$ cat src/rtl/mc_ctrl.sv
// Multi-cycle control FSM for the P5 MIPS datapath: sequences each instruction
// and drives the datapath write enables and mux selects, counting retired instructions.
//
//   state  | meaning
//   -------+------------------------------------------------------------
//   FETCH  | write IR from memory, PC <= PC+4
//   DECODE | capture opcode/funct, pick the instruction path
//   EXEC   | ALU operation (R-type, ori, lui, lw/sw address)
//   MEM_RD | hold lw address while data memory reads
//   MEM_WR | store word to data memory
//   WB     | write result into the register file
//   BRANCH | beq compare, PC <= branch target when equal
//   JUMP   | jal / jr PC update (jal also links $31)
module mc_ctrl #(
   parameter int CNT_W = 32
) (
   input  logic             clk,
   input  logic             reset,
   input  logic [5:0]       opcode,
   input  logic [5:0]       funct,
   input  logic             zero,
   output logic             pc_we,
   output logic             ir_we,
   output logic             reg_we,
   output logic             mem_we,
   output logic [2:0]       alu_op,
   output logic             alu_b_sel,
   output logic             ext_op,
   output logic [1:0]       reg_dst_sel,
   output logic [2:0]       wd_sel,
   output logic [2:0]       npc_sel,
   output logic [2:0]       state,
   output logic             instr_done,
   output logic [CNT_W-1:0] instr_cnt
);

   typedef enum logic [2:0] {
      FETCH  = 3'd0,
      DECODE = 3'd1,
      EXEC   = 3'd2,
      MEM_RD = 3'd3,
      MEM_WR = 3'd4,
      WB     = 3'd5,
      BRANCH = 3'd6,
      JUMP   = 3'd7
   } state_t;

   typedef enum logic [3:0] {
      C_NOP, C_ADDU, C_SUBU, C_JR, C_ORI, C_LUI, C_LW, C_SW, C_BEQ, C_JAL
   } cls_t;

   typedef struct packed {
      logic       pc_we;
      logic       ir_we;
      logic       reg_we;
      logic       mem_we;
      logic [2:0] alu_op;
      logic       alu_b_sel;
      logic       ext_op;
      logic [1:0] reg_dst_sel;
      logic [2:0] wd_sel;
      logic [2:0] npc_sel;
      logic       instr_done;
   } ctl_t;

   function automatic cls_t classify(input logic [5:0] op, input logic [5:0] fn);
      cls_t c;
      c = C_NOP;
      case (op)
         6'b000000: begin
            case (fn)
               6'b100001: c = C_ADDU;
               6'b100011: c = C_SUBU;
               6'b001000: c = C_JR;
               default:   c = C_NOP;
            endcase
         end
         6'b001101: c = C_ORI;
         6'b001111: c = C_LUI;
         6'b100011: c = C_LW;
         6'b101011: c = C_SW;
         6'b000100: c = C_BEQ;
         6'b000011: c = C_JAL;
         default:   c = C_NOP;
      endcase
      return c;
   endfunction

   function automatic state_t next_of(input state_t s, input cls_t c);
      state_t n;
      n = FETCH;
      case (s)
         FETCH:  n = DECODE;
         DECODE: begin
            case (c)
               C_ADDU, C_SUBU, C_ORI, C_LUI, C_LW, C_SW: n = EXEC;
               C_BEQ:                                    n = BRANCH;
               C_JAL, C_JR:                              n = JUMP;
               default:                                  n = FETCH;
            endcase
         end
         EXEC: begin
            if (c == C_LW)      n = MEM_RD;
            else if (c == C_SW) n = MEM_WR;
            else                n = WB;
         end
         MEM_RD:  n = WB;
         default: n = FETCH;
      endcase
      return n;
   endfunction

   // Control word for a state/class pair. BRANCH pc_we and the DECODE-stage
   // NOP completion depend on live inputs and are added outside this table.
   function automatic ctl_t ctl_for(input state_t s, input cls_t c);
      ctl_t o;
      ctl_t alu;
      o   = '0;
      alu = '0;
      case (c)
         C_ADDU: begin alu.alu_op = 3'b000; alu.alu_b_sel = 1'b0; end
         C_SUBU: begin alu.alu_op = 3'b001; alu.alu_b_sel = 1'b0; end
         C_ORI:  begin alu.alu_op = 3'b010; alu.alu_b_sel = 1'b1; alu.ext_op = 1'b0; end
         C_LW, C_SW: begin
            alu.alu_op    = 3'b000;
            alu.alu_b_sel = 1'b1;
            alu.ext_op    = 1'b1;
         end
         default: alu = '0;
      endcase
      case (s)
         FETCH: begin
            o.ir_we   = 1'b1;
            o.pc_we   = 1'b1;
            o.npc_sel = 3'b000;
         end
         EXEC, MEM_RD: o = alu;
         MEM_WR: begin
            o            = alu;
            o.mem_we     = 1'b1;
            o.instr_done = 1'b1;
         end
         WB: begin
            o.reg_we     = 1'b1;
            o.instr_done = 1'b1;
            case (c)
               C_ADDU, C_SUBU: begin o.reg_dst_sel = 2'b01; o.wd_sel = 3'b000; end
               C_ORI:          begin o.reg_dst_sel = 2'b00; o.wd_sel = 3'b000; end
               C_LUI:          begin o.reg_dst_sel = 2'b00; o.wd_sel = 3'b011; end
               C_LW:           begin o.reg_dst_sel = 2'b00; o.wd_sel = 3'b001; end
               default:        begin o.reg_dst_sel = 2'b00; o.wd_sel = 3'b000; end
            endcase
         end
         BRANCH: begin
            o.alu_op     = 3'b001;
            o.alu_b_sel  = 1'b0;
            o.npc_sel    = 3'b001;
            o.instr_done = 1'b1;
         end
         JUMP: begin
            o.instr_done = 1'b1;
            if (c == C_JAL) begin
               o.pc_we       = 1'b1;
               o.npc_sel     = 3'b010;
               o.reg_we      = 1'b1;
               o.reg_dst_sel = 2'b10;
               o.wd_sel      = 3'b010;
            end else if (c == C_JR) begin
               o.pc_we   = 1'b1;
               o.npc_sel = 3'b011;
            end
         end
         default: o = '0;
      endcase
      return o;
   endfunction

   state_t     st_q;
   state_t     st_nxt;
   logic [5:0] op_q;
   logic [5:0] funct_q;
   cls_t       cls_live;
   cls_t       cls_cur;
   ctl_t       ctl_q;
   ctl_t       ctl_o;
   logic       done_now;

   assign cls_live = classify(opcode, funct);
   // DECODE steers on the live IR fields; every later state uses the captured copy.
   assign cls_cur  = (st_q == DECODE) ? cls_live : classify(op_q, funct_q);
   assign st_nxt   = next_of(st_q, cls_cur);
   assign done_now = ~reset & (ctl_q.instr_done | ((st_q == DECODE) & (cls_live == C_NOP)));

   always_ff @(posedge clk) begin
      if (reset) begin
         st_q      <= FETCH;
         op_q      <= '0;
         funct_q   <= '0;
         ctl_q     <= ctl_for(FETCH, C_NOP);
         instr_cnt <= '0;
      end else begin
         st_q  <= st_nxt;
         ctl_q <= ctl_for(st_nxt, cls_cur);
         if (st_q == DECODE) begin
            op_q    <= opcode;
            funct_q <= funct;
         end
         if (done_now) instr_cnt <= instr_cnt + CNT_W'(1);
      end
   end

   always_comb begin
      ctl_o = reset ? '0 : ctl_q;
      ctl_o.pc_we      = ~reset & (ctl_q.pc_we | ((st_q == BRANCH) & zero));
      ctl_o.instr_done = done_now;
   end

   assign pc_we       = ctl_o.pc_we;
   assign ir_we       = ctl_o.ir_we;
   assign reg_we      = ctl_o.reg_we;
   assign mem_we      = ctl_o.mem_we;
   assign alu_op      = ctl_o.alu_op;
   assign alu_b_sel   = ctl_o.alu_b_sel;
   assign ext_op      = ctl_o.ext_op;
   assign reg_dst_sel = ctl_o.reg_dst_sel;
   assign wd_sel      = ctl_o.wd_sel;
   assign npc_sel     = ctl_o.npc_sel;
   assign instr_done  = ctl_o.instr_done;
   assign state       = st_q;

endmodule

$ cat config.mk
export PLATFORM = sky130hd
export DESIGN_NAME = mc_ctrl
export DESIGN_NICKNAME = d
export VERILOG_FILES = /design/src/rtl/mc_ctrl.sv
export SDC_FILE = /design/constraint.sdc
export NUM_CORES = 1
export LEC_CHECK = 0
export CAP_MARGIN = 0
export CORE_MARGIN = 2
export CORE_UTILIZATION = 30
export CTS_CLUSTER_SIZE = 30
export DETAILED_ROUTE_END_ITERATION = 8
export HOLD_SLACK_MARGIN = 0.02
export SYNTH_ARGS = -nofsm -noshare
export SYNTH_HDL_FRONTEND = slang
export SYNTH_SLANG_ARGS = --single-unit
export TNS_END_PERCENT = 1
$ cat constraint.sdc
create_clock -name clk -period 7.6 [get_ports clk]
set_input_delay 1.52 -clock clk [delete_from_list [all_inputs] [get_ports clk]]
set_output_delay 1.52 -clock clk [all_outputs]
set_load 0.01 [all_outputs]
==> results of run 1 <==
[final cells by class]
type / count / area, sq um / share of cell area [%]
Multi-Input combinational cell: 298 / 1850 / 45.0
Sequential cell: 62 / 1240 / 30.2
Timing Repair Buffer: 65 / 643 / 15.6
Tap cell: 136 / 170 / 4.14
Clock buffer: 12 / 155 / 3.77
Inverter: 8 / 30.0 / 0.731
Clock inverter: 3 / 20.0 / 0.487
[through the flow]
stage	power [mW]	area (sq um)	util [%]	worst slack [ns]	std cells
6_report	0.726	4110	39.5	1.80	584
5_1_grt	0.760	4110	39.5	1.62	584
4_1_cts	0.734	4110	39.5	1.79	584
3_5_place_dp	0.472	3940	37.8	1.80	569
3_3_place_gp	0.470	3940	37.8	1.86	569
2_1_floorplan	0.436	3250	-	3.06	394
[worst register-to-register path, stage by stage, from the launching register on]
cell                      delay (ns)
sky130_fd_sc_hd__dfxtp_1        0.51
sky130_fd_sc_hd__or3b_1         0.65
sky130_fd_sc_hd__o41ai_4        0.87
sky130_fd_sc_hd__nand3_4        0.31
sky130_fd_sc_hd__or4_1          0.59
sky130_fd_sc_hd__a21oi_1        0.15
[worst max path at each step]
stage | startpoint | end | slack (ns)
after floorplan | opcode[5] | instr_done | 3.06
after global placement | funct[3] | instr_done | 1.86
after detailed placement | funct[3] | instr_done | 1.80
after CTS | funct[3] | instr_done | 1.79
after global routing | opcode[0] | instr_done | 1.62
final | funct[3] | instr_done | 1.80
[where the power goes]
part | leakage (nW) | switching, mW | internal, mW
clock network | 0.0845 | 0.128 | 0.134
registers | 0.502 | 0.0150 | 0.337
logic | 0.813 | 0.0639 | 0.0480
[flip-flops by register name, summed over array words and instances, names as in the netlist]
name,count
instr_cnt,32
ctl_q,15
funct_q,6
op_q,6
state,3
[metal layers]
metal,up-vias,global-route usage (%),share of wire (%)
li1,1533,-,-
met1,1398,19.1,49
met2,80,22.6,45
met3,13,2.59,4.4
met4,0,6.68,2.0
met5,-,0,0
[cells by family after synthesis]
kind of cell    Yosys count  synth area share [%]
buf+inv                  34                  4.83
mux                       1                 0.309
other cells               1                 0.116
xor+xnor                 18                  4.86
compound gates           95                  20.0
fa+ha+maj                 1                 0.386
simple gates            180                  31.2
flops                    62                  38.3
[synth_stat cells (3+ instances only)]
master                      instances
sky130_fd_sc_hd__and4_1             3
sky130_fd_sc_hd__buf_4              4
sky130_fd_sc_hd__nor4_1             5
sky130_fd_sc_hd__nor3_1             4
sky130_fd_sc_hd__a22o_1             3
sky130_fd_sc_hd__nor2_1            28
sky130_fd_sc_hd__inv_1              8
sky130_fd_sc_hd__o2111ai_1          4
sky130_fd_sc_hd__nand2_1           44
sky130_fd_sc_hd__or4_1             13
sky130_fd_sc_hd__and3_1             7
sky130_fd_sc_hd__o21ai_1            5
sky130_fd_sc_hd__nor2b_1           21
sky130_fd_sc_hd__nand3_1           12
sky130_fd_sc_hd__xnor2_1            4
sky130_fd_sc_hd__xor2_1            14
sky130_fd_sc_hd__and3b_1            3
sky130_fd_sc_hd__o31ai_1           12
sky130_fd_sc_hd__or3_1              5
sky130_fd_sc_hd__a31oi_1            4
sky130_fd_sc_hd__o211ai_1           5
sky130_fd_sc_hd__nand4_1            9
sky130_fd_sc_hd__buf_2              5
sky130_fd_sc_hd__nand2b_1           3
sky130_fd_sc_hd__o21ai_0            7
sky130_fd_sc_hd__and2_1             4
sky130_fd_sc_hd__a21boi_1           3
sky130_fd_sc_hd__clkbuf_1          15
sky130_fd_sc_hd__dfxtp_1           62
sky130_fd_sc_hd__a21oi_1           34
==> qor.log, run 1 <==
qor: cells_and_area.fill_cells 1072
qor: critical_path.cp.depth 7
qor: floorplan.dieHeight 108 um
qor: critical_path.timing.critical_path.to_type output port
qor: critical_path.path_buf_inv 2
qor: global_routing.grt_antenna_before_repair 0
qor: outcome.outcome finished clean
qor: logic_synthesis.synthesis.area 3240 sq um
qor: logic_synthesis.synthDominantCellAreaShare 38.3%
qor: sta.timing.setup.tns 0 ns
qor: route.dr.first_iter.drc_count 165
qor: route.drt.antenna.violating_nets 0
qor: critical_path.critical_path.slowest_cell sky130_fd_sc_hd__o41ai_4
qor: sta.fin_worst_hold_slack 0.451 ns
qor: floorplan.ios 68
qor: route.drt_pass1_iterations 4
qor: clocking.cts_num_sinks 62
qor: critical_path.arrival 4.28 ns
qor: power.powerDensity 177 nW/um^2
qor: power.ir_worst_vdd 92.2 uV
qor: logic_synthesis.postSynthRegisterBits 62
qor: min_path.hold_path_end funct_q[2]
qor: sta.post-route-period-util 76.3%
qor: power.p_leak 1.40 nW
qor: critical_path.ff2ff_path_depth 5
qor: route.viasPerCell 5.18
qor: logic_synthesis.synthCells 392
qor: clocking.cts_max_path_buffers 2
qor: min_path.hold_path.class reg2reg
qor: critical_path.critPathMaxStageDelay 0.81 ns
qor: floorplan.die_w 108 um
qor: sta.drv_slew 0
qor: clocking.hold_buffers 0
qor: route.remaining_drc_errors 0
qor: route.wl_per_cell 14.0 um
qor: critical_path.critical_path.most_common_cell sky130_fd_sc_hd__clkdlybuf4s50_1
qor: critical_path.startpoint_of_the_worst_slack_reg_to_reg_timing_path state[0]
qor: logic_synthesis.synth_edf_count 0
qor: critical_path.critical_path.top_delay_family buffers and inverters
qor: critical_path.worst-r2r-setup-slack 4.45 ns
qor: critical_path.path_cells clkdlybuf4s50_1, and4b_1, o211ai_1, nand2_1, o41ai_4, nor2b_1, clkdlybuf4s50_1
qor: cells_and_area.diodes 0
qor: global_routing.grt-ovfl-total 0
qor: logic_synthesis.synthDominantAreaCellType sky130_fd_sc_hd__dfxtp_1
qor: cells_and_area.layout.cells.most_common_list sky130_fd_sc_hd__clkdlybuf4s50_1, sky130_fd_sc_hd__dfxtp_1, sky130_fd_sc_hd__nand2_1
qor: clocking.total_cts_buffers 9
qor: clocking.cts_max_level 3
qor: logic_synthesis.synth_cell_type_count 65
qor: critical_path.crit_type in2out
qor: sta.tightest_slew 1.14 ns
qor: cells_and_area.post_layout_net_count 460
qor: clocking.post_cts_buffers 0
qor: sta.fin_crit 5.80 ns
qor: clocking.clk-insertion-delay-late 0.34 ns
qor: logic_synthesis.yosysSeqAreaShare 38.3%
qor: placed_design.place.port_buffers 64
qor: route.via_count 3024
qor: sta.fin_worst_skew 0.0129 ns
qor: route.routed_wirelength 8150 um
qor: floorplan.start_util 31.1%
qor: clocking.path_clk_slew 0.07 ns
qor: placed_design.dpl.hpwl 5810 um
qor: sta.grt_setup_unrepaired no
qor: logic_synthesis.yosysWarningCount 0
qor: critical_path.crit_path_start_kind primary input
qor: global_routing.vias_in_the_first_global_route 2701
qor: critical_path.critical_path_required 6.08 ns
qor: min_path.min_from funct_q[2]
qor: sta.upper_clock_frequency_limit 0.173 GHz
qor: job.timing.max_cap.violations 0
qor: cells_and_area.layout-area-overhead-vs-synth 26.8%
qor: min_path.hold_depth 2
qor: logic_synthesis.syn_avg_cell_area 8.27 sq um
qor: sta.timing_hold_violations_final 0
qor: sta.max-slew-margin-rel 24.3%
qor: critical_path.path_max_fanout 10
qor: global_routing.grt_start_max_net_pins 64
qor: clocking.cts-root-buf sky130_fd_sc_hd__clkbuf_8
qor: logic_synthesis.synth.area.top_cells sky130_fd_sc_hd__dfxtp_1, sky130_fd_sc_hd__a21oi_1, sky130_fd_sc_hd__nand2_1, sky130_fd_sc_hd__nor2b_1, sky130_fd_sc_hd__xor2_1
qor: sta.setup_viol 0
qor: global_routing.grt_first_pass_wirelength 13300 um
qor: floorplan.rows 37
qor: floorplan.core-area 10400 sq um
qor: logic_synthesis.async_reset_ff_share 0%
qor: critical_path.worstReg2RegEnd instr_cnt[28]
qor: cells_and_area.post_route_cells_drive_above_1_share 5.13%
qor: placed_design.finalWeightedCongestion 0.849
qor: clocking.post_cts_resized 0
qor: global_routing.gr-usage-all-layers 14.4%
qor: cells_and_area.most_common_library_cell_in_the_layout_ignoring_fill_and_taps sky130_fd_sc_hd__clkdlybuf4s50_1
qor: floorplan.fp.dieArea 11600 sq um
qor: clocking.tritoncts built
qor: logic_synthesis.ys.flop_type sky130_fd_sc_hd__dfxtp_1
(Power assumes the default switching activity.)
==> inputs of run 2 (changes only) <==
==> constraint.sdc (replaced) <==
create_clock -name clk -period 5.87 [get_ports clk]
set_input_delay 1.174 -clock clk [delete_from_list [all_inputs] [get_ports clk]]
set_output_delay 1.174 -clock clk [all_outputs]
set_load 0.01 [all_outputs]
==> qor.log, run 2 (synthesized netlist as in run 1, its figures left out) <==
qor: outcome.outcome finished clean [unchanged]
qor: floorplan.die_w 108 um [unchanged]
qor: clocking.total_cts_buffers 9 [unchanged]
qor: power.powerDensity 250 nW/um^2 [was 177 nW/um^2]
qor: sta.max-slew-margin-rel 24.8% [was 24.3%]
qor: clocking.path_clk_slew 0.06 ns [was 0.07 ns]
qor: power.p_leak 1.44 nW [was 1.40 nW]
qor: cells_and_area.post_layout_net_count 461 [was 460]
qor: sta.timing.setup.tns 0 ns [unchanged]
qor: placed_design.finalWeightedCongestion 0.873 [was 0.849]
qor: clocking.cts_max_path_buffers 2 [unchanged]
qor: critical_path.arrival 3.66 ns [was 4.28 ns]
qor: cells_and_area.fill_cells 1090 [was 1072]
qor: cells_and_area.final_cell_count_no_fill 586 [was 584]
qor: critical_path.timing.critical_path.to_type output port [unchanged]
qor: critical_path.startpoint_of_the_worst_slack_reg_to_reg_timing_path state[0] [unchanged]
qor: clocking.cts_max_level 3 [unchanged]
qor: clocking.hold_buffers 0 [unchanged]
qor: cells_and_area.largestRegisters instr_cnt x32, ctl_q x15 [unchanged]
qor: route.via_count 3053 [was 3024]
qor: sta.post-route-period-util 82.3%
qor: global_routing.grt_start_max_net_pins 64 [unchanged]
qor: floorplan.start_util 31.1% [unchanged]
qor: placed_design.place.port_buffers 64 [unchanged]
qor: critical_path.path_max_fanout 10 [unchanged]
qor: clocking.post_cts_resized 0 [unchanged]
qor: cells_and_area.diodes 0 [unchanged]
qor: route.drt.antenna.violating_nets 0 [unchanged]
qor: cells_and_area.most_common_library_cell_in_the_layout_ignoring_fill_and_taps sky130_fd_sc_hd__clkdlybuf4s50_1 [unchanged]
qor: sta.timing_hold_violations_final 0 [unchanged]
qor: sta.fin_worst_hold_slack 0.465 ns [was 0.451 ns]
qor: clocking.cts_num_sinks 62 [unchanged]
qor: cells_and_area.largest_register_by_flop_count instr_cnt [unchanged]
qor: global_routing.gr-usage-all-layers 14.1% [was 14.4%]
qor: clocking.tritoncts built [unchanged]
qor: route.dr.first_iter.drc_count 137 [was 165]
qor: global_routing.grt_antenna_before_repair 0 [unchanged]
qor: placed_design.dpl.hpwl 5740 um [was 5810 um]
qor: critical_path.worstReg2RegEnd instr_cnt[15] [was instr_cnt[28]]
qor: placed_design.dpl-instance-area 3940 sq um [about the same]
qor: critical_path.ff2ff_path_depth 8 [was 5]
qor: job.timing.max_cap.violations 0 [unchanged]
qor: global_routing.vias_in_the_first_global_route 2733 [was 2701]
qor: sta.fin_worst_skew 0.0157 ns [was 0.0129 ns]
qor: clocking.cts-root-buf sky130_fd_sc_hd__clkbuf_8 [unchanged]
qor: cells_and_area.layout.cells.most_common_list sky130_fd_sc_hd__clkdlybuf4s50_1, sky130_fd_sc_hd__dfxtp_1, sky130_fd_sc_hd__nand2_1 [unchanged]
qor: clocking.post_cts_buffers 0 [unchanged]
qor: floorplan.dieHeight 108 um [unchanged]
qor: critical_path.critical_path_required 4.70 ns [was 6.08 ns]
qor: floorplan.rows 37 [unchanged]
qor: sta.tightest_slew 1.13 ns [was 1.14 ns]
qor: sta.upper_clock_frequency_limit 0.207 GHz
qor: route.wl_per_cell 13.9 um [was 14.0 um]
qor: cells_and_area.post_route_cells_drive_above_1_share 5.56% [was 5.13%]
qor: floorplan.ios 68 [unchanged]
qor: route.remaining_drc_errors 0 [unchanged]
qor: cells_and_area.layout-area-overhead-vs-synth 28.9% [was 26.8%]
qor: critical_path.worst-r2r-setup-slack 2.71 ns [was 4.45 ns]
qor: sta.grt_setup_unrepaired no [unchanged]
qor: sta.drv_slew 0 [unchanged]
qor: clocking.clk-insertion-delay-late 0.33 ns [was 0.34 ns]
qor: critical_path.crit_path_start_kind primary input [unchanged]
qor: critical_path.worstSetupStartpoint funct[3] [unchanged]
qor: floorplan.core-area 10400 sq um [unchanged]
qor: cells_and_area.layout.cell_area.non_filler 4180 sq um [was 4110 sq um]
qor: placed_design.place.detailed.instances 570 [was 569]
qor: floorplan.fp.dieArea 11600 sq um [unchanged]
qor: power.ir_worst_vdd 126 uV [was 92.2 uV]
qor: critical_path.crit_type in2out [unchanged]
qor: min_path.hold_path.class reg2reg [unchanged]
qor: route.viasPerCell 5.21 [was 5.18]
qor: route.routed_wirelength 8160 um [was 8150 um]
qor: cells_and_area.largest_reg_flops 32 [unchanged]
qor: global_routing.grt-ovfl-total 0 [unchanged]
qor: global_routing.grt_first_pass_wirelength 13100 um [was 13300 um]
qor: route.drt_pass1_iterations 4 [unchanged]
qor: sta.fin_crit 4.83 ns
qor: sta.setup_viol 0 [unchanged]
qor: critical_path.crit_path_end instr_done [unchanged]
## run 2: area by class of cell
class / count / area (sq um) / area share [%]
inverter: 8 / 30.0 / 0.719
timing repair buffer: 66 / 651 / 15.6
multi-input combinational: 298 / 1850 / 44.3
clock buffer: 13 / 169 / 4.04
sequential: 62 / 1240 / 29.7
tap: 136 / 170 / 4.07
clock inverter: 3 / 65.1 / 1.56
## run 2: critical path, stage by stage
cell	delay, ns
sky130_fd_sc_hd__clkdlybuf4s50_1	0.52
sky130_fd_sc_hd__and4b_1	0.20
sky130_fd_sc_hd__o211ai_1	0.21
sky130_fd_sc_hd__nand2_1	0.20
sky130_fd_sc_hd__o41ai_4	0.38
sky130_fd_sc_hd__buf_4	0.25
sky130_fd_sc_hd__nor2b_1	0.14
sky130_fd_sc_hd__clkdlybuf4s50_1	0.57
## run 2: metrics by stage
stage | utilization, % | setup WS [ns] | total power [mW]
after floorplan | - | 2.03 | 0.564
after global placement | 37.8 | 1.08 | 0.611
after detailed placement | 37.8 | 1.05 | 0.613
after CTS | 40.1 | 1.02 | 1.05
after global routing | 40.1 | 0.850 | 1.09
final | 40.1 | 1.04 | 1.04
## run 2: how the worst min path moves through the flow
stage,from,endpoint,slack (ns),cells after the start
CTS,funct_q[4],funct_q[4],0.47,2
detailed placement,funct_q[4],funct_q[4],0.46,2
floorplan,funct_q[2],funct_q[2],0.43,2
finish,funct_q[4],funct_q[4],0.46,2
global route,funct_q[2],funct_q[2],0.49,2
global placement,funct_q[2],funct_q[2],0.44,2
## run 2: routing by layer
layer  track usage, %  share of wire (%)  vias to the layer above
li1                 -                  -                     1541
met1             18.7                 48                     1427
met2             22.6                 46                       83
met3             3.44                5.3                        2
met4             4.03               0.59                        0
met5                0                  0                        -
## run 2: power breakdown
group          internal [mW]  leakage (nW)  switching [mW]
Sequential             0.437         0.502          0.0197
Clock                  0.274         0.120           0.166
Combinational         0.0638         0.818          0.0838
Total                  0.774          1.44           0.270
